**config.mk**
```make
export PLATFORM = sky130hd
export DESIGN_NAME = hazard_scoreboard_flat
export DESIGN_NICKNAME = d
export VERILOG_FILES = /design/src/rtl/hazard_scoreboard_if.sv /design/src/rtl/hazard_scoreboard.sv /design/src/flat_wrapper.sv
export SDC_FILE = /design/constraint.sdc
export NUM_CORES = 1
export LEC_CHECK = 0
export ABC_AREA = 1
export BUFFER_PORTS_ARGS = -buffer_cell sky130_fd_sc_hd__buf_2
export CAP_MARGIN = 40
export CELL_PAD_IN_SITES_DETAIL_PLACEMENT = 0
export CELL_PAD_IN_SITES_GLOBAL_PLACEMENT = 1
export CORE_AREA = 5 5 215 217
export CTS_CLUSTER_DIAMETER = 100
export DETAILED_ROUTE_END_ITERATION = 12
export DIE_AREA = 0 0 220 222
export GPL_TIMING_DRIVEN = 1
export PLACE_DENSITY = 0.68
export SLEW_MARGIN = 0
export SYNTH_ARGS = -nofsm -noshare
export SYNTH_HDL_FRONTEND = slang
export SYNTH_SLANG_ARGS = --single-unit
```
**constraint.sdc**
```tcl
create_clock -name clk -period 14.9 [get_ports clk]
set_input_delay 2.98 -clock clk [delete_from_list [all_inputs] [get_ports clk]]
set_output_delay 2.98 -clock clk [all_outputs]
set_load 0.05 [all_outputs]
```
**src/rtl/hazard_scoreboard_if.sv**
```systemverilog
// ID-stage hazard scoreboard bus: instruction decode fields in, stall/issue/status out.
// The pipeline control side uses master; the scoreboard uses slave.
interface hazard_scoreboard_if #(
  parameter int unsigned NREG     = 32,
  parameter int unsigned AW       = 5,
  parameter int unsigned LW       = 4,
  parameter int unsigned STALL_CW = 32
);
  logic                id_valid;
  logic [AW-1:0]       id_rs;
  logic [AW-1:0]       id_rt;
  logic                id_rs_used;
  logic                id_rt_used;
  logic                id_wr_en;
  logic [AW-1:0]       id_rd;
  logic [LW-1:0]       id_lat;
  logic                id_div;
  logic                kill_last;
  logic                stall;
  logic                issue;
  logic [NREG-1:0]     pending;
  logic                div_busy;
  logic [STALL_CW-1:0] stall_cycles;

  modport master (
    output id_valid, id_rs, id_rt, id_rs_used, id_rt_used, id_wr_en, id_rd, id_lat, id_div,
           kill_last,
    input  stall, issue, pending, div_busy, stall_cycles
  );

  modport slave (
    input  id_valid, id_rs, id_rt, id_rs_used, id_rt_used, id_wr_en, id_rd, id_lat, id_div,
           kill_last,
    output stall, issue, pending, div_busy, stall_cycles
  );
endinterface

```
**src/rtl/hazard_scoreboard.sv**
```systemverilog
// ID-stage scoreboard: per-register countdown to bypass availability, divider occupancy,
// and a one-deep undo record so a squashed issue can be rolled back.
module hazard_scoreboard #(
  parameter int unsigned NREG     = 32,
  parameter int unsigned AW       = 5,
  parameter int unsigned LW       = 4,
  parameter int unsigned DIV_LAT  = 12,
  parameter int unsigned STALL_CW = 32
) (
  input  logic               clk,
  input  logic               rst_n,
  hazard_scoreboard_if.slave bus_io
);

  localparam logic [LW-1:0] DivLat = LW'(DIV_LAT);
  localparam logic [LW-1:0] One    = LW'(1);

  logic [LW-1:0]       cnt_q [1:NREG-1];
  logic [LW-1:0]       cnt_d [1:NREG-1];
  logic [LW-1:0]       div_cnt_q, div_cnt_d;
  logic                last_v_q, last_v_d;
  logic                last_div_q, last_div_d;
  logic [AW-1:0]       last_rd_q, last_rd_d;
  logic [LW-1:0]       last_old_q, last_old_d;
  logic [STALL_CW-1:0] stall_cnt_q, stall_cnt_d;

  logic [LW-1:0]   eff_lat, cnt_rs, cnt_rt, cnt_rd;
  logic            raw, waw, structural, live, stall, issue, do_load;
  logic [NREG-1:0] pend;

  function automatic logic [LW-1:0] sat_dec(input logic [LW-1:0] v);
    return (v != '0) ? v - One : '0;
  endfunction

  // Register 0 has no entry, so its lookup reads as zero and never stalls.
  always_comb begin
    cnt_rs = '0;
    cnt_rt = '0;
    cnt_rd = '0;
    for (int unsigned r = 1; r < NREG; r++) begin
      if (bus_io.id_rs == AW'(r)) cnt_rs = cnt_q[r];
      if (bus_io.id_rt == AW'(r)) cnt_rt = cnt_q[r];
      if (bus_io.id_rd == AW'(r)) cnt_rd = cnt_q[r];
    end
  end

  always_comb begin
    eff_lat    = bus_io.id_div ? DivLat : bus_io.id_lat;
    raw        = (bus_io.id_rs_used && (bus_io.id_rs != '0) && (cnt_rs > One)) ||
                 (bus_io.id_rt_used && (bus_io.id_rt != '0) && (cnt_rt > One));
    waw        = bus_io.id_wr_en && (bus_io.id_rd != '0) && (cnt_rd > eff_lat);
    structural = bus_io.id_div && (div_cnt_q != '0);
    live       = bus_io.id_valid && !bus_io.kill_last;
    stall      = live && (raw || waw || structural);
    issue      = live && !stall;
    do_load    = issue && bus_io.id_wr_en && (bus_io.id_rd != '0) && (eff_lat != '0);
  end

  always_comb begin
    for (int unsigned r = 1; r < NREG; r++) cnt_d[r] = sat_dec(cnt_q[r]);
    div_cnt_d  = sat_dec(div_cnt_q);
    last_v_d   = do_load;
    last_div_d = issue && bus_io.id_div;
    last_rd_d  = last_rd_q;
    last_old_d = last_old_q;
    if (do_load) begin
      for (int unsigned r = 1; r < NREG; r++) begin
        if (bus_io.id_rd == AW'(r)) cnt_d[r] = eff_lat;
      end
      last_rd_d  = bus_io.id_rd;
      last_old_d = sat_dec(cnt_rd);
    end
    if (issue && bus_io.id_div) div_cnt_d = DivLat;
    // kill_last forces issue low, so the undo never collides with a fresh load.
    if (bus_io.kill_last) begin
      if (last_v_q) begin
        for (int unsigned r = 1; r < NREG; r++) begin
          if (last_rd_q == AW'(r)) cnt_d[r] = sat_dec(last_old_q);
        end
      end
      if (last_div_q) div_cnt_d = '0;
    end
    stall_cnt_d = stall_cnt_q;
    if (stall && (stall_cnt_q != '1)) stall_cnt_d = stall_cnt_q + STALL_CW'(1);
  end

  always_ff @(posedge clk or negedge rst_n) begin
    if (!rst_n) begin
      for (int unsigned r = 1; r < NREG; r++) cnt_q[r] <= '0;
      div_cnt_q   <= '0;
      last_v_q    <= 1'b0;
      last_div_q  <= 1'b0;
      last_rd_q   <= '0;
      last_old_q  <= '0;
      stall_cnt_q <= '0;
    end else begin
      for (int unsigned r = 1; r < NREG; r++) cnt_q[r] <= cnt_d[r];
      div_cnt_q   <= div_cnt_d;
      last_v_q    <= last_v_d;
      last_div_q  <= last_div_d;
      last_rd_q   <= last_rd_d;
      last_old_q  <= last_old_d;
      stall_cnt_q <= stall_cnt_d;
    end
  end

  always_comb begin
    pend = '0;
    for (int unsigned r = 1; r < NREG; r++) pend[r] = (cnt_q[r] != '0);
  end

  assign bus_io.stall        = stall;
  assign bus_io.issue        = issue;
  assign bus_io.pending      = pend;
  assign bus_io.div_busy     = (div_cnt_q != '0);
  assign bus_io.stall_cycles = stall_cnt_q;

endmodule
```
**src/flat_wrapper.sv**
```systemverilog
// flat-port wrapper written by rule: the top's interface ports become plain ports
module hazard_scoreboard_flat 
#(
  parameter int unsigned NREG     = 32,
  parameter int unsigned AW       = 5,
  parameter int unsigned LW       = 4,
  parameter int unsigned DIV_LAT  = 12,
  parameter int unsigned STALL_CW = 32
)
  (clk, rst_n, bus_io_id_valid, bus_io_id_rs, bus_io_id_rt, bus_io_id_rs_used, bus_io_id_rt_used, bus_io_id_wr_en, bus_io_id_rd, bus_io_id_lat, bus_io_id_div, bus_io_kill_last, bus_io_stall, bus_io_issue, bus_io_pending, bus_io_div_busy, bus_io_stall_cycles);
  hazard_scoreboard_if #(.NREG(NREG), .AW(AW), .LW(LW), .STALL_CW(STALL_CW)) bus_io_i ();
  input  logic clk;
  input  logic rst_n;
  input wire logic [$bits(bus_io_i.id_valid)-1:0] bus_io_id_valid;
  input wire logic [$bits(bus_io_i.id_rs)-1:0] bus_io_id_rs;
  input wire logic [$bits(bus_io_i.id_rt)-1:0] bus_io_id_rt;
  input wire logic [$bits(bus_io_i.id_rs_used)-1:0] bus_io_id_rs_used;
  input wire logic [$bits(bus_io_i.id_rt_used)-1:0] bus_io_id_rt_used;
  input wire logic [$bits(bus_io_i.id_wr_en)-1:0] bus_io_id_wr_en;
  input wire logic [$bits(bus_io_i.id_rd)-1:0] bus_io_id_rd;
  input wire logic [$bits(bus_io_i.id_lat)-1:0] bus_io_id_lat;
  input wire logic [$bits(bus_io_i.id_div)-1:0] bus_io_id_div;
  input wire logic [$bits(bus_io_i.kill_last)-1:0] bus_io_kill_last;
  output wire logic [$bits(bus_io_i.stall)-1:0] bus_io_stall;
  output wire logic [$bits(bus_io_i.issue)-1:0] bus_io_issue;
  output wire logic [$bits(bus_io_i.pending)-1:0] bus_io_pending;
  output wire logic [$bits(bus_io_i.div_busy)-1:0] bus_io_div_busy;
  output wire logic [$bits(bus_io_i.stall_cycles)-1:0] bus_io_stall_cycles;
  assign bus_io_i.id_valid = bus_io_id_valid;
  assign bus_io_i.id_rs = bus_io_id_rs;
  assign bus_io_i.id_rt = bus_io_id_rt;
  assign bus_io_i.id_rs_used = bus_io_id_rs_used;
  assign bus_io_i.id_rt_used = bus_io_id_rt_used;
  assign bus_io_i.id_wr_en = bus_io_id_wr_en;
  assign bus_io_i.id_rd = bus_io_id_rd;
  assign bus_io_i.id_lat = bus_io_id_lat;
  assign bus_io_i.id_div = bus_io_id_div;
  assign bus_io_i.kill_last = bus_io_kill_last;
  assign bus_io_stall = bus_io_i.stall;
  assign bus_io_issue = bus_io_i.issue;
  assign bus_io_pending = bus_io_i.pending;
  assign bus_io_div_busy = bus_io_i.div_busy;
  assign bus_io_stall_cycles = bus_io_i.stall_cycles;
  hazard_scoreboard #(.NREG(NREG), .AW(AW), .LW(LW), .DIV_LAT(DIV_LAT), .STALL_CW(STALL_CW)) u_core (.clk(clk), .rst_n(rst_n), .bus_io(bus_io_i));
endmodule
```
After elaboration in Yosys (flattened, before gate mapping)

Index checks and enable logic that the tools add are counted.

Register bits: 171
Bits of input ports: 27
Output and inout bits: 67
Logic and storage cells: 454

Add/subtract/negate cells: 35
Magnitude comparators: 3
Eq/ne operators: 125
Muxes and demuxes: 196
Reductions and logical operators: 58

Operators by type and width:

| cell                                                          | count |
|---|---|
| two-way mux 4 bit                                             | 193 |
| two-way mux 124 bit                                           | 3 |
| equality test 5 bit, second input constant                    | 64 |
| equality test 5 x 4 -> 1 bit, second input constant           | 32 |
| nonzero test 4 bit                                            | 35 |
| subtractor 4 x 1 -> 4 bit, second input constant              | 34 |
| equality test 5 x 3 -> 1 bit, second input constant           | 16 |
| equality test 5 x 2 -> 1 bit, second input constant           | 8 |
| adder 32 x 1 -> 32 bit, second input constant                 | 1 |
| != test 32 bit, second input constant                         | 1 |
| equality test 5 x 1 -> 1 bit, second input constant           | 4 |
| logical AND 1 bit                                             | 15 |
| nonzero test 5 bit                                            | 3 |
| greater-than comparator 4 x 1 -> 1 bit, second input constant | 2 |
| greater-than comparator 4 bit                                 | 1 |
| logical OR 1 bit                                              | 3 |
| zero test 1 bit                                               | 2 |

Logic depth before layout (Yosys ltp)

Depth after elaboration: 47
Mapped depth: 42
Mapped depth without buffers: 41

Worst setup path before layout

OpenSTA, ideal clock, no wires.

Path type: input port to output port
Start: input bus_io_id_rd[0]
End: output bus_io_issue
Arrival: 6200 ps
Data required time: 11920 ps
Path slack: 5720 ps
Stages: 30
Path buffers: 0
Path through: nor2_1 -> inv_1 -> nor2_1 -> inv_1 -> nor2_1 -> inv_1 -> o21ai_1 -> o2111ai_1 -> o22ai_1 -> nand2_1 -> o21ai_1 -> nand2_1 -> nand2_1 -> nand4_1 -> nand2_1 -> nand3_1 -> nand2_1 -> nand3_1 -> nand2_1 -> nand3_1 -> nand2_1 -> nand3_1 -> nand2_1 -> nand2_1 -> ha_1 -> a21oi_1 -> o21ai_0 -> a22oi_1 -> nand4_2 -> inv_1

Longest elaborated chain between the ends: 39
Elaborated cells between the ends (all ways): 71
Those cells by class: 1 x order compare; 31 x eq/ne; 31 x mux; 8 x reduce/logical

Ends and longest elaborated chain:

| what                            | line                    | source |
|---|---|---|
| start: declaration              | flat_wrapper.sv:20      | `input wire logic [$bits(bus_io_i.id_rd)-1:0] bus_io_id_rd;` |
| equality test 5 x 1 -> 1 bit    | hazard_scoreboard.sv:43 | `if (bus_io.id_rd == AW'(r)) cnt_rd = cnt_q[r];` |
| two-way mux 4 bit (31 in a row) | hazard_scoreboard.sv:43 |  |
| greater-than comparator 4 bit   | hazard_scoreboard.sv:51 | `waw = bus_io.id_wr_en && (bus_io.id_rd != '0) && (cnt_rd > eff_lat);` |
| logical AND 1 bit *             | hazard_scoreboard.sv:51 |  |
| logical OR 1 bit * (2 in a row) | hazard_scoreboard.sv:54 | `stall = live && (raw \|\| waw \|\| structural);` |
| logical AND 1 bit *             | hazard_scoreboard.sv:54 |  |
| zero test 1 bit *               | hazard_scoreboard.sv:55 | `issue = live && !stall;` |
| logical AND 1 bit *             | hazard_scoreboard.sv:55 |  |
| end: declaration                | flat_wrapper.sv:25      | `output wire logic [$bits(bus_io_i.issue)-1:0] bus_io_issue;` |

Every way passes the cells marked *; elsewhere a longest branch is shown, timed or not.

Worst setup path in the final report

Start: input bus_io_id_rd[4]
End: output bus_io_issue

The elaborated chain is that of the path after synthesis.

==> impl_metrics.json <==
{
  "status": "finished clean",
  "intPower_mw": 0.914,
  "start_util_pct": 32.7,
  "fillers": 5053,
  "netlist_area_um2": 14400,
  "cp.arrival_ns": 8.22,
  "core_area_um2": 43900,
  "layout_setup_ws_ns": 3.70,
  "track_usage_pct": 24.2,
  "critPathSlowestCell": "clkinv_1",
  "drc": 0,
  "setup_viol": 0,
  "cp.required_ns": 11.92,
  "clk_latency_ns": 0.51,
  "startpoint": "bus_io_id_rd[4]",
  "syn_nets": 2504,
  "vdd_drop_max_mv": 0.0966,
  "tritoncts": "yes",
  "cp_max_fo": 66,
  "dp_hpwl_um": 45600,
  "period_minus_slack_ns": 11.20,
  "overflow": 0,
  "r2r_start": "u_core.cnt_q[121]$_DFF_PN0_",
  "place_congestion": 0.959,
  "yosysTopAreaCell": "dfrtp_1",
  "tightest_slew_ns": 0.911,
  "htreeDepth": 4,
  "die_w_um": 220,
  "io_buffer_count": 92,
  "cpMostUsedCell": "nand2_1",
  "rsz0062_at_grt": "no",
  "clock_skew_ns": 0.0171,
  "pre_cts_ws_ns": 3.77,
  "layout.nets": 2567,
  "cp_slowest_stage_delay_ns": 0.70,
  "path_delay_family": "buffers and inverters",
  "timing.fmax_mhz": 89.3,
  "final_antenna_net_count": 0,
  "drt_pass1_iterations": 9,
  "path_buf_inv": 8,
  "p_sw_share_pct": 48.6,
  "hold_buffers": 0,
  "syn_inst": 2471,
  "postCtsSetupBuffers": 0,
  "pwr-share-comb_pct": 41.6,
  "switchingPower_mw": 0.865,
  "clk_pin_slew_ns": 0.07,
  "num_rows": 77,
  "vias_per_cell": 5.12,
  "ys_async_sr_fraction_pct": 100,
  "synth.avg_cell_area_um2": 5.82,
  "worstSetupStartpointType": "primary input",
  "wl_per_cell_um": 18.9,
  "seq_area_um2": 4280,
  "ys_seq_area_share_pct": 29.8,
  "antenna_found_initial": 3,
  "cts_root_buf": "clkbuf_16",
  "p_per_area_nw_per_um2": 111,
  "synth_area_leaders": "dfrtp_1, nand2_1, inv_1",
  "num_vias": 16100,
  "hp-start": "u_core.div_cnt_q[0]$_DFF_PN0_",
  "cts_made_buffers": 17,
  "hold_viol_final": 0,
  "ys_ff_latch": 171,
  "dieHeight_um": 222,
  "drtIter0Drc": 1520,
  "synth_ff_type": "dfrtp_1",
  "seq_power_share_pct": 33.5,
  "fin_setup_tns_ns": 0,
  "leakage_nw": 8.02,
  "relSlewSlack_pct": 38.7,
  "routed_wl_um": 59400,
  "clock_sinks": 171,
  "die-area_um2": 48800,
  "synth.most_common_cell": "nand2_1",
  "synth_common_cells": "nand2_1, inv_1, nor2_1",
  "criticalPathCategory": "primary input to primary output",
  "grt_pass1_vias": 15100,
  "grt_pass1_wl_um": 90200,
  "multi_input_area_um2": 8270,
  "synth_cell_types": 41,
  "layout-drive-gt1-share_pct": 6.88,
  "cts.repair.resized": 0,
  "area_growth_pct": 11.3,
  "end_kind": "primary output",
  "hp-class": "flop to flop",
  "clockPowerShare_pct": 24.9,
  "grt_start_max_net_pins": 124,
  "final_core_util_pct": 36.4,
  "maxCapViolations": 0,
  "n_antenna_cell": 0,
  "clock_path_buffers": 2,
  "synth-edff-count": 0,
  "synth-warning-count": 0,
  "finalMaxSlewViolations": 0,
  "ioPinCount": 94,
  "fin_crit_sh_pct": 75.2,
  "synth.top_cell.area_share_pct": 29.8
}
[path summary, 6_finish.rpt]
check	slack (ns)	depth (start not counted)	end
min in group asynchronous	2.41	1	u_core.cnt_q[89]$_DFF_PN0_
max	3.70	36	bus_io_issue
max in group asynchronous	11.43	3	u_core.cnt_q[109]$_DFF_PN0_
max reg2reg	9.60	36	u_core.cnt_q[50]$_DFF_PN0_
min reg2reg	0.47	1	u_core.div_cnt_q[0]$_DFF_PN0_
min	0.47	1	u_core.div_cnt_q[0]$_DFF_PN0_
[per-stage QoR]
stage	area [um^2]	power, mW	hold WS (ns)	instances
2_1_floorplan	14400	1.06	0.436	2471
3_3_place_gp	15400	1.32	0.452	3104
3_5_place_dp	15500	1.35	0.467	3107
4_1_cts	16000	1.80	0.479	3137
5_1_grt	16000	1.89	0.514	3137
6_report	16000	1.78	0.473	3137
[cells in the final DEF (no fill, tap or decap), types with 3 or more instances in the layout]
cell type	count
nand2_1	792
inv_1	385
nor2_1	320
nand3_1	186
dfrtp_1	171
o21ai_0	164
nand4_1	98
buf_2	91
a21oi_1	55
o21ai_1	46
nor3_1	41
xor2_1	18
o22ai_1	17
clkbuf_16	17
o211ai_1	15
buf_4	13
nand2_2	11
xnor2_1	11
or2_2	10
o21a_1	10
nor4_1	8
inv_2	7
clkinv_1	6
a31oi_1	6
ha_1	6
nor2_2	5
o2111ai_1	4
inv_8	4
and3_1	3
clkinv_4	3
buf_16	3
[kinds of logic after synthesis]
group	count (synthesis)	share of synthesized area, %
AND/OR/NAND/NOR	1479	43.1
buffers and inverters	463	12.7
AO/OA/AOI/OAI	322	12.1
flip-flops	171	29.8
XOR/XNOR	29	1.77
adder cells (fa/ha/maj)	6	0.522
other	1	0.0261
[state kept, by name (all words and copies together) (netlist names)]
name and cells:
u_core.cnt_q 124, u_core.bus_io.stall_cycles 32, u_core.last_rd_q 5, u_core.div_cnt_q 4
u_core.last_old_q 4, u_core.last_div_q 1, u_core.last_v_q 1
[layer usage]
| layer | up-vias | GRT usage (%) | routed length [um] |
|---|---|---|---|
| met5 | - | 0 | 32 |
| met4 | 4 | 9.87 | 2250 |
| met3 | 114 | 5.67 | 4180 |
| met2 | 525 | 38.0 | 26600 |
| met1 | 7444 | 32.2 | 26300 |
| li1 | 7973 | - | - |
[cell type report]
| class | instances | share of cell area, % |
|---|---|---|
| Clock inverter | 12 | 0.680 |
| Inverter | 398 | 9.34 |
| Sequential cell | 171 | 26.7 |
| Timing Repair Buffer | 109 | 4.18 |
| Clock buffer | 18 | 2.74 |
| Multi-Input combinational cell | 1837 | 51.7 |
| Tap cell | 592 | 4.63 |
[power groups by stage]
stage	Clock, mW	Combinational (mW)	Sequential, mW
finish	0.443	0.740	0.596
floorplan	0	0.443	0.621
detailed placement	0	0.742	0.603
global placement	0	0.720	0.604
global route	0.474	0.807	0.605
CTS	0.461	0.744	0.595
Note: power is estimated with default switching activity, not from simulation.
